--- config.mk ---
export PLATFORM = sky130hd
export DESIGN_NAME = bf16_to_int
export DESIGN_NICKNAME = d
export VERILOG_FILES = /design/src/rtl/bf16_to_int.sv
export SDC_FILE = /design/constraint.sdc
export NUM_CORES = 1
export LEC_CHECK = 0
export CORE_MARGIN = 5
export CORE_UTILIZATION = 57
export DETAILED_ROUTE_END_ITERATION = 10
export PLACE_DENSITY = 0.81
export SLEW_MARGIN = 20
export SYNTH_ARGS = -nofsm -noshare
export SYNTH_HDL_FRONTEND = slang
export SYNTH_SLANG_ARGS = --single-unit
--- constraint.sdc ---
create_clock -name clk -period 3.4 [get_ports clk]
set_clock_uncertainty 0.15 [all_clocks]
set_input_delay 0.68 -clock clk [delete_from_list [all_inputs] [get_ports clk]]
set_output_delay 0.68 -clock clk [all_outputs]
set_load 0.02 [all_outputs]
--- src/rtl/bf16_to_int.sv ---
`default_nettype none
// ============================================================================
//  Module   : bf16_to_int
//  Brief    : Two-stage BFloat16 -> signed integer converter (round toward
//             zero, saturating) with valid/ready handshake and IEEE flags.
//  Revision : 1.0 - initial release
// ============================================================================
module bf16_to_int #(
    parameter int INT_W = 16
) (
    input  logic             clk,
    input  logic             rst,
    input  logic             valid_i,
    output logic             ready_o,
    input  logic [15:0]      data_i,
    output logic             valid_o,
    input  logic             ready_i,
    output logic [INT_W-1:0] data_o,
    output logic             invalid_o,
    output logic             overflow_o,
    output logic             inexact_o
);

    localparam logic [1:0]        c_cls_zero = 2'd0;
    localparam logic [1:0]        c_cls_norm = 2'd1;
    localparam logic [1:0]        c_cls_inf  = 2'd2;
    localparam logic [1:0]        c_cls_nan  = 2'd3;
    localparam logic signed [9:0] c_max_e    = 10'(INT_W - 1);
    localparam logic [INT_W-1:0]  c_int_max  = {1'b0, {(INT_W-1){1'b1}}};
    localparam logic [INT_W-1:0]  c_int_min  = {1'b1, {(INT_W-1){1'b0}}};

    // ------------------------------------------------------------------
    // Handshake
    // ------------------------------------------------------------------
    logic r_s1_valid;
    logic r_s2_valid;
    logic w_s2_adv;
    logic w_s1_adv;
    logic w_in_fire;
    logic w_s1_fire;

    assign w_s2_adv  = ~r_s2_valid | ready_i;
    assign w_s1_adv  = ~r_s1_valid | w_s2_adv;
    assign w_in_fire = valid_i & w_s1_adv;
    assign w_s1_fire = r_s1_valid & w_s2_adv;
    assign ready_o   = w_s1_adv;

    // ------------------------------------------------------------------
    // Stage 1: classify, unbias exponent, align magnitude
    // ------------------------------------------------------------------
    logic              w_in_sign;
    logic [7:0]        w_in_exp;
    logic [6:0]        w_in_mant;
    logic [7:0]        w_in_m;
    logic signed [9:0] w_in_e;
    logic [2:0]        w_shr_amt;
    logic [4:0]        w_shl_amt;
    logic [7:0]        w_keep_mask;
    logic [1:0]        w_in_cls;
    logic [INT_W-1:0]  w_in_mag;
    logic              w_in_lost;

    assign w_in_sign   = data_i[15];
    assign w_in_exp    = data_i[14:7];
    assign w_in_mant   = data_i[6:0];
    assign w_in_m      = {1'b1, w_in_mant};
    assign w_in_e      = $signed({2'b00, w_in_exp}) - 10'sd127;
    assign w_shr_amt   = 3'd7 - w_in_e[2:0];
    assign w_shl_amt   = w_in_e[4:0] - 5'd7;
    assign w_keep_mask = 8'hFF << w_shr_amt;

    always_comb begin
        w_in_cls  = c_cls_norm;
        w_in_mag  = '0;
        w_in_lost = 1'b0;
        if (w_in_exp == 8'h00) begin
            // denormals flush to zero but still report the lost fraction
            w_in_cls  = c_cls_zero;
            w_in_lost = |w_in_mant;
        end else if (w_in_exp == 8'hFF) begin
            w_in_cls = (w_in_mant != 7'd0) ? c_cls_nan : c_cls_inf;
        end else if (w_in_e < 10'sd0) begin
            w_in_lost = 1'b1;
        end else if (w_in_e < 10'sd7) begin
            w_in_mag  = {{(INT_W-8){1'b0}}, w_in_m >> w_shr_amt};
            w_in_lost = |(w_in_m & ~w_keep_mask);
        end else if (w_in_e <= c_max_e) begin
            w_in_mag = {{(INT_W-8){1'b0}}, w_in_m} << w_shl_amt;
        end
    end

    logic              r_s1_sign;
    logic [1:0]        r_s1_cls;
    logic signed [9:0] r_s1_e;
    logic [INT_W-1:0]  r_s1_mag;
    logic              r_s1_lost;

    always_ff @(posedge clk) begin
        if (rst) begin
            r_s1_valid <= 1'b0;
            r_s1_sign  <= 1'b0;
            r_s1_cls   <= c_cls_zero;
            r_s1_e     <= '0;
            r_s1_mag   <= '0;
            r_s1_lost  <= 1'b0;
        end else begin
            if (w_s1_adv) begin
                r_s1_valid <= valid_i;
            end
            if (w_in_fire) begin
                r_s1_sign <= w_in_sign;
                r_s1_cls  <= w_in_cls;
                r_s1_e    <= w_in_e;
                r_s1_mag  <= w_in_mag;
                r_s1_lost <= w_in_lost;
            end
        end
    end

    // ------------------------------------------------------------------
    // Stage 2: saturate, negate, raise flags
    // ------------------------------------------------------------------
    logic [INT_W-1:0] w_sat;
    logic [INT_W-1:0] w_res;
    logic             w_inv;
    logic             w_ovf;
    logic             w_inx;
    logic             w_is_min;

    assign w_sat    = r_s1_sign ? c_int_min : c_int_max;
    // -2^(INT_W-1) is representable exactly, so it must not be flagged
    assign w_is_min = r_s1_sign && (r_s1_mag == c_int_min);

    always_comb begin
        w_res = '0;
        w_inv = 1'b0;
        w_ovf = 1'b0;
        w_inx = 1'b0;
        case (r_s1_cls)
            c_cls_zero: w_inx = r_s1_lost;
            c_cls_nan:  w_inv = 1'b1;
            c_cls_inf: begin
                w_res = w_sat;
                w_ovf = 1'b1;
            end
            default: begin
                if ((r_s1_e > c_max_e) || ((r_s1_e == c_max_e) && !w_is_min)) begin
                    w_res = w_sat;
                    w_ovf = 1'b1;
                end else begin
                    w_res = r_s1_sign ? -r_s1_mag : r_s1_mag;
                    w_inx = r_s1_lost;
                end
            end
        endcase
    end

    logic [INT_W-1:0] r_s2_data;
    logic             r_s2_inv;
    logic             r_s2_ovf;
    logic             r_s2_inx;

    always_ff @(posedge clk) begin
        if (rst) begin
            r_s2_valid <= 1'b0;
            r_s2_data  <= '0;
            r_s2_inv   <= 1'b0;
            r_s2_ovf   <= 1'b0;
            r_s2_inx   <= 1'b0;
        end else begin
            if (w_s2_adv) begin
                r_s2_valid <= r_s1_valid;
            end
            if (w_s1_fire) begin
                r_s2_data <= w_res;
                r_s2_inv  <= w_inv;
                r_s2_ovf  <= w_ovf;
                r_s2_inx  <= w_inx;
            end
        end
    end

    assign valid_o    = r_s2_valid;
    assign data_o     = r_s2_data;
    assign invalid_o  = r_s2_inv;
    assign overflow_o = r_s2_ovf;
    assign inexact_o  = r_s2_inx;

endmodule
`default_nettype wire

# == Word-level counts from Yosys, hierarchy flattened ==
# Index checks and enable logic that the tools add are counted.
# classes
n_eq_ne,5
add_sub_neg,4
n_shift,3
n_reduce_logical,11
bitwise_logic,8
mux,21
order_cmp,4
# op_table
op,count
two-way mux 16 bit,8
one-hot mux 16 bit (2 select lines),1
equality test 16 bit (second input constant),1
negator 16 bit,1
<< shifter 8 x 5 -> 16 bit,1
equality test 9 x 5 -> 1 bit (second input constant),1
> comparator 9 x 5 -> 1 bit (second input constant),1
<= comparator 9 x 5 -> 1 bit (second input constant),1
< comparator 9 x 1 -> 1 bit (second input constant),1
< comparator 9 x 4 -> 1 bit (second input constant),1
subtractor 8 x 7 -> 9 bit (second input constant),1
bitwise AND 8 bit,1
equality test 8 bit (second input constant),1
logical NOT 8 bit,1
two-way mux 1 bit,8
NOT 8 bit,1
OR reduction 8 bit,1
<< shifter 8 x 3 -> 8 bit (first input constant),1
>> shifter 8 x 3 -> 8 bit,1
nonzero test 7 bit,1
OR reduction 7 bit,1
subtractor 5 x 3 -> 5 bit (second input constant),1
equality test 2 bit (second input constant),2
two-way mux 2 bit,2
other kinds (10),16
# totals
inputBits,20
register_bits,50
elab_cells,67
out_inout_bits,21

# == Depth between registers and ports, before layout ==
# Gate-level depths: netlist of the first run.
# logic_depth
word_depth,10
mapped_depth,11
mapped_depth_nobuf,9

# == Worst setup path after synthesis of the first run ==
# Ideal clock, no wire load.
# synth_timing
path_kind,input-to-reg
startpoint,input port data_i[7]
endpoint,register r_s1_mag[4]
t_arrival_ns,2.919
setup_time_ns,0.086
path_slack_ns,0.246
n_path_buf,2
required_ns,3.164
stages,10
cell_sequence,buf_2 -> buf_2 -> inv_1 -> ha_1 -> nor3b_1 -> a21oi_1 -> xnor2_1 -> nand2b_1 -> o311a_1 -> a211oi_1
# synth_via
elab_chain_len,8
word_cells_on_any_way,15
cone_classes,add/sub: 3; order compare: 3; eq/ne: 1; shift: 2; mux: 5; reduce/logical: 1
# synth_rtl
item,line_no,source
start: declaration,15,"input logic [15:0] data_i,"
subtractor 8 x 7 -> 9 bit *,67,"assign w_in_e = $signed({2'b00, w_in_exp}) - 10'sd127;"
via w_in_e[0],55,logic signed [9:0] w_in_e;
subtractor 5 x 3 -> 5 bit,69,assign w_shl_amt = w_in_e[4:0] - 5'd7;
<< shifter 8 x 5 -> 16 bit,88,"w_in_mag = {{(INT_W-8){1'b0}}, w_in_m} << w_shl_amt;"
two-way mux 16 bit,87,end else if (w_in_e <= c_max_e) begin
two-way mux 16 bit,84,end else if (w_in_e < 10'sd7) begin
two-way mux 16 bit *,82,end else if (w_in_e < 10'sd0) begin
two-way mux 16 bit *,80,end else if (w_in_exp == 8'hFF) begin
two-way mux 16 bit *,76,if (w_in_exp == 8'h00) begin
end signal: assignment,114,r_s1_mag <= w_in_mag;
end: declaration,95,logic [INT_W-1:0] r_s1_mag;
# The timed path passes the listed nets; every way through them passes the cells marked *.
# A chain may end at the register's enable or synchronous reset.

# == Final worst setup path of the first run ==
# layout_timing
startpoint,input port data_i[7]
endpoint,register r_s1_mag[2]
# layout_via
elab_chain_len,8
word_cells_on_any_way,15
cone_classes,add/sub: 3; order compare: 3; eq/ne: 1; shift: 2; mux: 5; reduce/logical: 1
# layout_rtl
item,line_no
subtractor 8 x 7 -> 9 bit,67
subtractor 5 x 3 -> 5 bit,69
<< shifter 8 x 5 -> 16 bit,88
two-way mux 16 bit,87
two-way mux 16 bit,84
two-way mux 16 bit,82
two-way mux 16 bit,80
two-way mux 16 bit *,76
# Mark *: on every way between the ends. The rest lies on a longest branch, timed or not.

==> key figures, run 1 <==
Run status
  • Status: finished clean

Finish
  • Total Nets Final: 529
  • Post-layout instance area: 4210 sq um
  • Commonest cells after routing, fill and taps aside: nor2_1, dfxtp_1, nand2_1, clkdlybuf4s50_1, o21ai_0
  • P&R area growth vs syn: 20.7%
  • Final Core Density: 0.711
  • Ant diodes: 0
  • Share of cells above drive strength 1: 0.110
  • Commonest non-fill, non-tap cell in the layout: nor2_1

Routing
  • DR vias/cell: 5.97
  • Final antenna-violating net count: 0
  • Initial drt markers: 181
  • Routed Wire Length: 8910 um
  • DR DRC count: 0
  • Vias post-DR: 3446
  • Per-cell routed wire length: 15.4 um
  • Drt pass-1 iters: 5

Setup path
  • CP Launch Type: input port
  • CP max FO: 10
  • RR Startpoint: r_s1_mag[0]
  • R2R cell count: 8
  • Worst Setup End Kind: flop
  • Crit Path Class: in -> reg
  • CP arrival: 3.19 ns
  • Worst EP required: 3.44 ns
  • Reg-to-reg endpoint: data_o[8]
  • Critical path origin: data_i[7]
  • Worst R2R Setup Slack: 0.74 ns

STA
  • Fin crit share: 0.926
  • Fmax: 318 MHz
  • Worst slew pin tran: 0.870 ns
  • Hold Violations, Final: 0
  • Endpoints failing setup: 0
  • Minimum clock period: 3.15 ns
  • Slew HR: 0.418
  • Slew Limit Fails: 0
  • RSZ-0062 raised after global routing: no

Placement
  • HPWL after detailed placement: 7060 um
  • Post-placement cell area: 4100 sq um
  • Port-buffer cells: 40
  • GPL Wtd Cong: 0.950

Yosys
  • Top_reg_cell synth: dfxtp_1
  • Top-area cell type share of the netlist area: 0.287
  • Synth Warn #: 0
  • Synth async-reset ratio: 0
  • Cells after Synth: 456
  • Synth Register Bits: 50
  • Register area share after synthesis: 0.287
  • Syn nets: 484
  • Synth cell types: 66
  • Yosys top cell by area: dfxtp_1
  • Synth Area per Inst: 7.65 sq um
  • Synth top area cells: dfxtp_1, nor2_1, o21ai_0
  • Post-synth EDFFs: 0
  • Post-synthesis cell area: 3490 sq um

Worst hold path
  • Worst hold path depth: 2
  • Hold path start: invalid_o
  • Hold worst-path end: invalid_o
  • Hold/Removal Path Class: reg -> reg

CTS
  • CTS tree: yes
  • Reg clk slew, reported paths: 0.10 ns
  • TritonCTS Sinks: 50
  • CTS buffer count: 5
  • Worst skew pair latency: 0.30 ns
  • Root buf cell: clkbuf_8
  • # hold bufs at CTS: 0
  • H-tree levels: 2
  • Clock Path Buffers: 2
  • Post-CTS Setup Bufs: 0
  • Post-CTS resize count: 0

Die
  • Die X-Extent: 88.2 um
  • Core Footprint: 5920 sq um
  • Ports: 41
  • Die height: 88.2 um
  • Initial Util: 0.589
  • Std-Cell Rows: 28
  • Die area: 7780 sq um

Global routing
  • Largest net degree at the start of global routing: 34
  • GR Overflow Total: 0
  • Global-route wire length before repair: 14800 um
  • GRT Overall Usage: 0.233
  • Vias in the first global route: 3140
  • Antenna violations before repair: 0

Run
  • Count of maximum capacitance violations: 0

Power and ir drop
  • Maximum vdd drop: 243 uV
  • Leak: 1.59 nW
  • PD cells: 362 nW/um^2
  • Final Power: 1.52 mW
-- critical path, cell delays in order --
cell and delay [ns]:
clkdlybuf4s50_1 0.50, ha_1 0.17, inv_1 0.05, ha_1 0.34
nand2b_1 0.19, a22oi_1 0.21, nor4_1 0.10, nor2_1 0.55
nor3_1 0.12, a221o_1 0.28
-- cells in the mapped netlist (3+ instances only) --
library cell   n
nor2_1        51
dfxtp_1       50
nand2_1       43
o21ai_0       37
a21oi_1       33
clkbuf_1      22
nor3_1        19
a211oi_1      16
nand3_1       16
inv_1         15
mux2i_1       15
o31ai_1       10
a22o_1         9
xnor2_1        9
ha_1           8
nand2b_1       8
buf_2          7
nand4_1        5
nand3b_1       4
nor4_1         4
o31a_1         4
xor2_1         4
a221o_1        3
a311oi_1       3
mux2_2         3
nor2b_1        3
nor3b_1        3
o21bai_1       3
o311a_1        3
or3_1          3
-- final cells by class --
type                            instances  area, sq um
Inverter                               15         56.3
Clock buffer                            5         68.8
Tap cell                               75         93.8
Multi-Input combinational cell        360         2300
Fill cell                             500         1710
Timing Repair Buffer                   69          643
Sequential cell                        50         1000
Clock inverter                          3         43.8
-- kinds of logic (layout without fill, tap and decap cells) --
group                      after synthesis  after routing  synth area share
and+or+nand+nor                        175            175             0.253
AOI/OAI and AO/OA                      144            144             0.283
DFF                                     50             50             0.287
xor gates and xnor gates                13             13            0.0327
muxes                                   19             19            0.0592
buffers and inverters                   46             92            0.0531
adders and majority gates                9              9            0.0316
-- where the power goes --
group	internal (mW)	total (mW)	switching, mW
Clock	0.221	0.419	0.198
Combinational	0.200	0.461	0.261
Sequential	0.617	0.643	0.0260
Total	1.04	1.52	0.485
-- registers in the layout (all words and copies together), names as in the netlist --
register / cells
data_o: 16
r_s1_mag: 16
r_s1_e: 9
r_s1_cls: 2
inexact_o: 1
invalid_o: 1
overflow_o: 1
r_s1_lost: 1
r_s1_sign: 1
r_s1_valid: 1
valid_o: 1
-- worst max-delay path by stage --
stage / endpoint / slack (ns) / depth (start not counted)
after detailed placement: r_s1_mag[2] / -0.03 / 10
after global placement: r_s1_mag[4] / 0.003 / 12
after global routing: r_s1_mag[7] / 0.06 / 10
after CTS: r_s1_mag[2] / 0.27 / 10
after floorplan: r_s1_mag[4] / 0.25 / 10
final: r_s1_mag[2] / 0.25 / 10
-- per-stage QoR --
stage | instances | setup TNS, ns | setup slack (ns) | hold slack, ns
after floorplan | 456 | 0 | 0.246 | 0.276
after global placement | 569 | 0 | 0.00288 | 0.294
after detailed placement | 569 | -0.0721 | -0.0344 | 0.308
after CTS | 577 | 0 | 0.268 | 0.322
after global routing | 577 | 0 | 0.0633 | 0.360
final | 577 | 0 | 0.253 | 0.324
-- routing by layer --
layer / routed length [um] / share of wire / GRT usage / up-vias
met4: 189 / 0.021 / 0.0742 / 0
met3: 417 / 0.047 / 0.0307 / 18
met2: 4240 / 0.48 / 0.407 / 97
met1: 4060 / 0.46 / 0.299 / 1560
met5: 0 / 0 / 0 / -
li1: - / - / - / 1771
Note: power is estimated with default switching activity, not from simulation.
==> inputs of run 2 (changes only) <==
- PLACE_DENSITY: 0.81 -> 0.86
==> run 2 against run 1 <==
Utilization rose by 0.38 points. Critical path depth rose by 1. Fmax fell by 0.36%.
==> key figures, run 2 (synthesized netlist as in run 1, its figures left out) <==
STA
  • Hold Violations, Final: 0 (unchanged)
  • RSZ-0062 raised after global routing: no
  • Endpoints failing setup: 0 (unchanged)
  • Worst slew pin tran: 0.776 ns (-0.0943 ns)
  • Minimum clock period: 3.16 ns (+0.0112 ns)
  • Slew Limit Fails: 0 (unchanged)
  • Fmax: 317 MHz (-0.36%)
  • Fin crit share: 0.929 (+0.00330)
  • Slew HR: 0.477 (+0.0595)

Finish
  • Share of cells above drive strength 1: 0.122 (+0.0122)
  • Commonest cells after routing, fill and taps aside: nor2_1, dfxtp_1, nand2_1, clkdlybuf4s50_1, o21ai_0
  • Post-layout instance area: 4230 sq um (+0.54%)
  • Non-Filler Instances: 584 (+1.2%)
  • P&R area growth vs syn: 21.3%
  • Commonest non-fill, non-tap cell in the layout: nor2_1
  • Ant diodes: 0 (unchanged)
  • Total Nets Final: 536 (+1.3%)

CTS
  • Clock Path Buffers: 2 (unchanged)
  • TritonCTS Sinks: 50 (unchanged)
  • Post-CTS Setup Bufs: 0 (unchanged)
  • CTS buffer count: 5 (unchanged)
  • Reg clk slew, reported paths: 0.09 ns (about the same)
  • Root buf cell: clkbuf_8
  • H-tree levels: 2 (unchanged)
  • Worst skew pair latency: 0.30 ns (about the same)
  • CTS tree: yes
  • Post-CTS resize count: 0 (unchanged)
  • # hold bufs at CTS: 0 (unchanged)

Worst hold path
  • Hold/Removal Path Class: reg -> reg
  • Worst hold path depth: 2 (unchanged)

Die
  • Die height: 88.2 um (unchanged)
  • Ports: 41 (unchanged)
  • Std-Cell Rows: 28 (unchanged)
  • Die area: 7780 sq um (unchanged)
  • Core Footprint: 5920 sq um (unchanged)
  • Initial Util: 0.589 (unchanged)
  • Die X-Extent: 88.2 um (unchanged)

Run
  • Count of maximum capacitance violations: 0 (unchanged)

Global routing
  • GR Overflow Total: 0 (unchanged)
  • Met2 usage: 0.432 (+0.0252)
  • Routing usage on met1: 0.307 (+0.00822)
  • Met3 usage: 0.0345 (+0.00372)
  • Antenna violations before repair: 0 (unchanged)
  • GRT Overall Usage: 0.246 (+0.0125)
  • Vias in the first global route: 3294 (+4.9%)
  • Largest net degree at the start of global routing: 33 (-2.9%)
  • Global-route wire length before repair: 15600 um (+5.6%)
  • GRT Max-Usage Layer: met2

Placement
  • Post-placement cell area: 4140 sq um (+0.98%)
  • GPL Wtd Cong: 0.952 (+0.20%)
  • HPWL after detailed placement: 7300 um (+3.3%)
  • Port-buffer cells: 40 (unchanged)
  • Inst Count DP: 576 (+1.2%)

Routing
  • Initial drt markers: 210 (+16%)
  • Final antenna-violating net count: 0 (unchanged)
  • Vias post-DR: 3610 (+4.8%)
  • DR vias/cell: 6.18 (+3.5%)
  • DR DRC count: 0 (unchanged)
  • Drt pass-1 iters: 5 (unchanged)
  • Per-cell routed wire length: 16.0 um (+3.6%)
  • Routed Wire Length: 9350 um (+4.9%)

Power and ir drop
  • Maximum vdd drop: 223 uV (-8.2%)
  • PD cells: 348 nW/um^2 (-3.9%)
  • Leak: 1.61 nW (+1.1%)

Setup path
  • Crit Path Class: in -> reg
  • Worst R2R Setup Slack: 0.65 ns (-0.09 ns)
  • CP Launch Type: input port
  • Worst Setup End Kind: flop
  • Worst EP required: 3.50 ns (+0.06 ns)
  • R2R cell count: 8 (unchanged)
  • CP arrival: 3.26 ns (+0.07 ns)
  • CP max FO: 9 (-1)

Run status
  • Status: finished clean
## run 2: critical path, stage by stage
cell and delay (ns):
clkdlybuf4s50_1 0.48, buf_4 0.14, ha_1 0.21, nand4_1 0.13, xnor2_1 0.23, buf_4 0.18
nor4_1 0.38, nor2_1 0.12, buf_4 0.19, o41ai_1 0.36, a31o_2 0.15
## run 2: final cells by class
| type | instances | area [sq um] |
|---|---|---|
| multi-input cells | 360 | 2300 |
| repair buffers | 76 | 683 |
| flip-flops and latches | 50 | 1000 |
| well taps | 75 | 93.8 |
| clock inverters | 2 | 12.5 |
| inverters | 15 | 56.3 |
| clock buffers | 6 | 82.6 |
| fillers | 484 | 1690 |
## run 2: path summary, 6_finish.rpt
| path | start | end |
|---|---|---|
| max | data_i[8] | r_s1_mag[5] |
| min | r_s1_e[8] | r_s1_e[8] |
| min reg2reg | r_s1_e[8] | r_s1_e[8] |
| max reg2reg | r_s1_mag[0] | data_o[8] |
## run 2: where the power goes
group | switching (mW) | internal (mW)
Sequential | 0.0262 | 0.617
Clock | 0.198 | 0.164
Combinational | 0.263 | 0.203
Total | 0.487 | 0.983
## run 2: layer usage
layer | vias up | share of wire
met2 | 143 | 0.49
met5 | - | 0
li1 | 1777 | -
met4 | 0 | 0.022
met1 | 1673 | 0.43
met3 | 17 | 0.058
## run 2: through the flow
step | hold WS, ns | power, mW | TNS [ns] | util | setup slack (ns)
floorplan | 0.276 | 0.951 | 0 | - | 0.246
global placement | 0.292 | 1.11 | 0 | 0.698 | 0.0717
detailed placement | 0.300 | 1.12 | -0.128 | 0.698 | -0.0528
CTS | 0.311 | 1.47 | 0 | 0.714 | 0.272
global route | 0.339 | 1.55 | 0 | 0.714 | 0.110
finish | 0.310 | 1.47 | 0 | 0.714 | 0.242
==> patch (flow settings as in run 2) <==
Change the parameter `INT_W` from 16 to 32.
--- a/src/rtl/bf16_to_int.sv
+++ b/src/rtl/bf16_to_int.sv
@@ -8,3 +8,3 @@
 module bf16_to_int #(
-    parameter int INT_W = 16
+    parameter int INT_W = 32
 ) (
Ports: changed (resized data_o); port bits go from 41 to 57. The function was not compared with the original's and may differ.
==> patch against run 2 <==
  * Setup slack better by 0.0035 ns
  * Count of clock-buffer cells in the layout is 3 higher
  * Synthesized area is 50% higher
  * Power is 69% higher
  * Cell area is 47% higher
  * Sequential share of layout area is 2.7 points higher
  * Cell count is 46% higher
  * Clock power is 110% higher
  * Hold slack worse by 0.0088 ns
  * Routed wire length is 68% higher
  * Sequential cell count is 32 higher
==> patch: results (changes against run 2) <==
The fraction of final layout cells with drive strength greater than 1 came out at 11.1% (-1.1 points). The placer congestion estimate came out at 1.00 (+5.6%). The number of library cell types mapped by synthesis came to 68 (+3.0%). The multi-input combinational cell count came out at 532 (+48%). By count the netlist is led by sky130_fd_sc_hd__dfxtp_1 (82), sky130_fd_sc_hd__nand2_1 (62), sky130_fd_sc_hd__o21ai_0 (61). The net count after synthesis came to 707 (+46%). The worst hold path stage count came out at 2 (unchanged). The number of search-and-repair iterations in the first detailed-routing pass came to 7 (+2). The terminus of the critical flop-to-flop path is data_o[25]. The share of cell area taken by multi-input logic gates came to 53.4% (-0.99 points). The H-tree depth is 3 (+1). The peak supply drop came out at 0.000188 V (-16%). The startpoint identified for the worst hold timing path is r_s1_e[7]. The number of signal-net buffers in the layout is 95 (+25%).

The switching power came out at 0.844 mW (+73%). In this design, the largest share of critical-path delay is due to simple AND/OR/NAND/NOR gates. The iteration-0 DRC count of the detailed router was 537 (+160%). The initial antenna violation count is 0 (unchanged). The biggest cell delay along the critical path came out at 0.50 ns (+0.02 ns).

The number of filler cells placed in the layout is 752 (+55%). The placed wire-length estimate after detailed placement came to 11.7 mm (+60%). The first-pass GRT wire length came out at 26.1 mm (+67%). The final worst hold slack came out at 0.301 ns (-0.00883 ns).

The register area came out at 0.00164 mm² (+64%). The path with the worst hold slack has its endpoint at r_s1_e[7]. The number of flip-flops and latches in the synthesized netlist came out at 82 (+64%). The number of cells on the worst reg-to-reg path came out at 6 (-2). The source-to-sink clock delay at the later pin of the worst-skew pair is 0.36 ns (+0.06 ns).

Tracing the worst setup path back leads to its startpoint at data_i[7]. The count of inverters other than clock inverters in the layout came out at 16 (+1). The net count reported at finish is 764 (+43%). The run finished with clean final reports. The maximum number of pins on one net before global-route repair is 49 (+48%). The capture point of the critical path is r_s1_mag[29]. The count of port buffers added during placement came out at 56 (+40%).

The worst endpoint data arrival time came out at 3.32 ns (+0.06 ns). The post-place setup slack came out at -0.0720 ns (-0.0191 ns). The number of clock buffer instances in the layout was 9 (+3).

The highest achievable clock rate is 317 MHz (+0.11%). The reg-to-reg setup timing slack is 0.25 ns (-0.40 ns). The relative area of non-clock buffer cells in the final design came out at 13.7% (-2.4 points). The number of global-route vias before repair is 5220 (+58%). The antenna diode count is 0 (unchanged). The worst register-to-register path begins at r_s1_mag[6]. The path class of the tightest hold or removal check is flip-flop to flip-flop. In the post-synthesis netlist, the biggest area contributors are sky130_fd_sc_hd__dfxtp_1 (31%), sky130_fd_sc_hd__o21ai_0 (5.8%), sky130_fd_sc_hd__a21oi_1 (5.4%), sky130_fd_sc_hd__nand2_1 (4.4%), sky130_fd_sc_hd__nor2_1 (4.1%).

The slew at the pin closest to its max-slew limit came out at 0.903 ns (+0.127 ns). The global router's overall resource usage is 28.2% (+3.6 points). The total via count after detailed routing came out at 5626 (+56%). The proportion of cell area spent on the clock network came out at 3.34% (+1.1 points). The routed length per instance is 18.5 µm (+15%). The sequential-to-total area share from yosys stat is 31.4% (+2.7 points). The worst-path maximum fanout is 6 (-3). The leakage power figure came out at 2.40 nW (+49%).
==> patch: cell types whose count changed after synthesis, moves of 7 or more <==
cell | run 2 | this run
sky130_fd_sc_hd__dfxtp_1 | 50 | 82
sky130_fd_sc_hd__or4_1 | 1 | 8
sky130_fd_sc_hd__o31ai_1 | 10 | 3
sky130_fd_sc_hd__a21oi_1 | 33 | 56
sky130_fd_sc_hd__o211ai_1 | 2 | 10
sky130_fd_sc_hd__nor2b_1 | 3 | 17
sky130_fd_sc_hd__a31oi_1 | 2 | 14
sky130_fd_sc_hd__mux2_2 | 3 | 10
sky130_fd_sc_hd__o21ai_0 | 37 | 61
sky130_fd_sc_hd__clkbuf_1 | 22 | 38
sky130_fd_sc_hd__o22ai_1 | 0 | 7
sky130_fd_sc_hd__nand2_1 | 43 | 62
==> patch: kinds of logic after synthesis <==
group / after synthesis / synth area share (%)
flops: 82 / 31.4
mux: 24 / 5.31
simple gates: 254 / 25.4
xor+xnor: 16 / 2.68
compound gates: 230 / 28.3
buf+inv: 65 / 5.02
fa+ha+maj: 8 / 1.91
==> patch: per-layer routing <==
layer	vias up	track usage [%]	wire length, µm
li1	2625	-	-
met3	59	4.84	1300
met4	0	12.7	544
met5	-	0	0
met1	2611	38.1	6640
met2	331	43.9	7250
==> patch: power by group through the flow <==
stage	clock (mW)	sequential, mW	combinational, mW
floorplan	0	1.08	0.418
global placement	0	1.05	0.675
detailed placement	0	1.05	0.690
CTS	0.748	1.03	0.696
global route	0.794	1.04	0.766
finish	0.744	1.03	0.709
==> patch: stage by stage <==
stage          power, mW  cells  setup TNS [ns]  area [µm²]
6_report            2.49    852               0        6230
5_1_grt             2.60    852               0        6230
4_1_cts             2.48    852               0        6230
3_5_place_dp        1.74    836          -0.429        6020
3_3_place_gp        1.73    836               0        6020
2_1_floorplan       1.50    679               0        5240
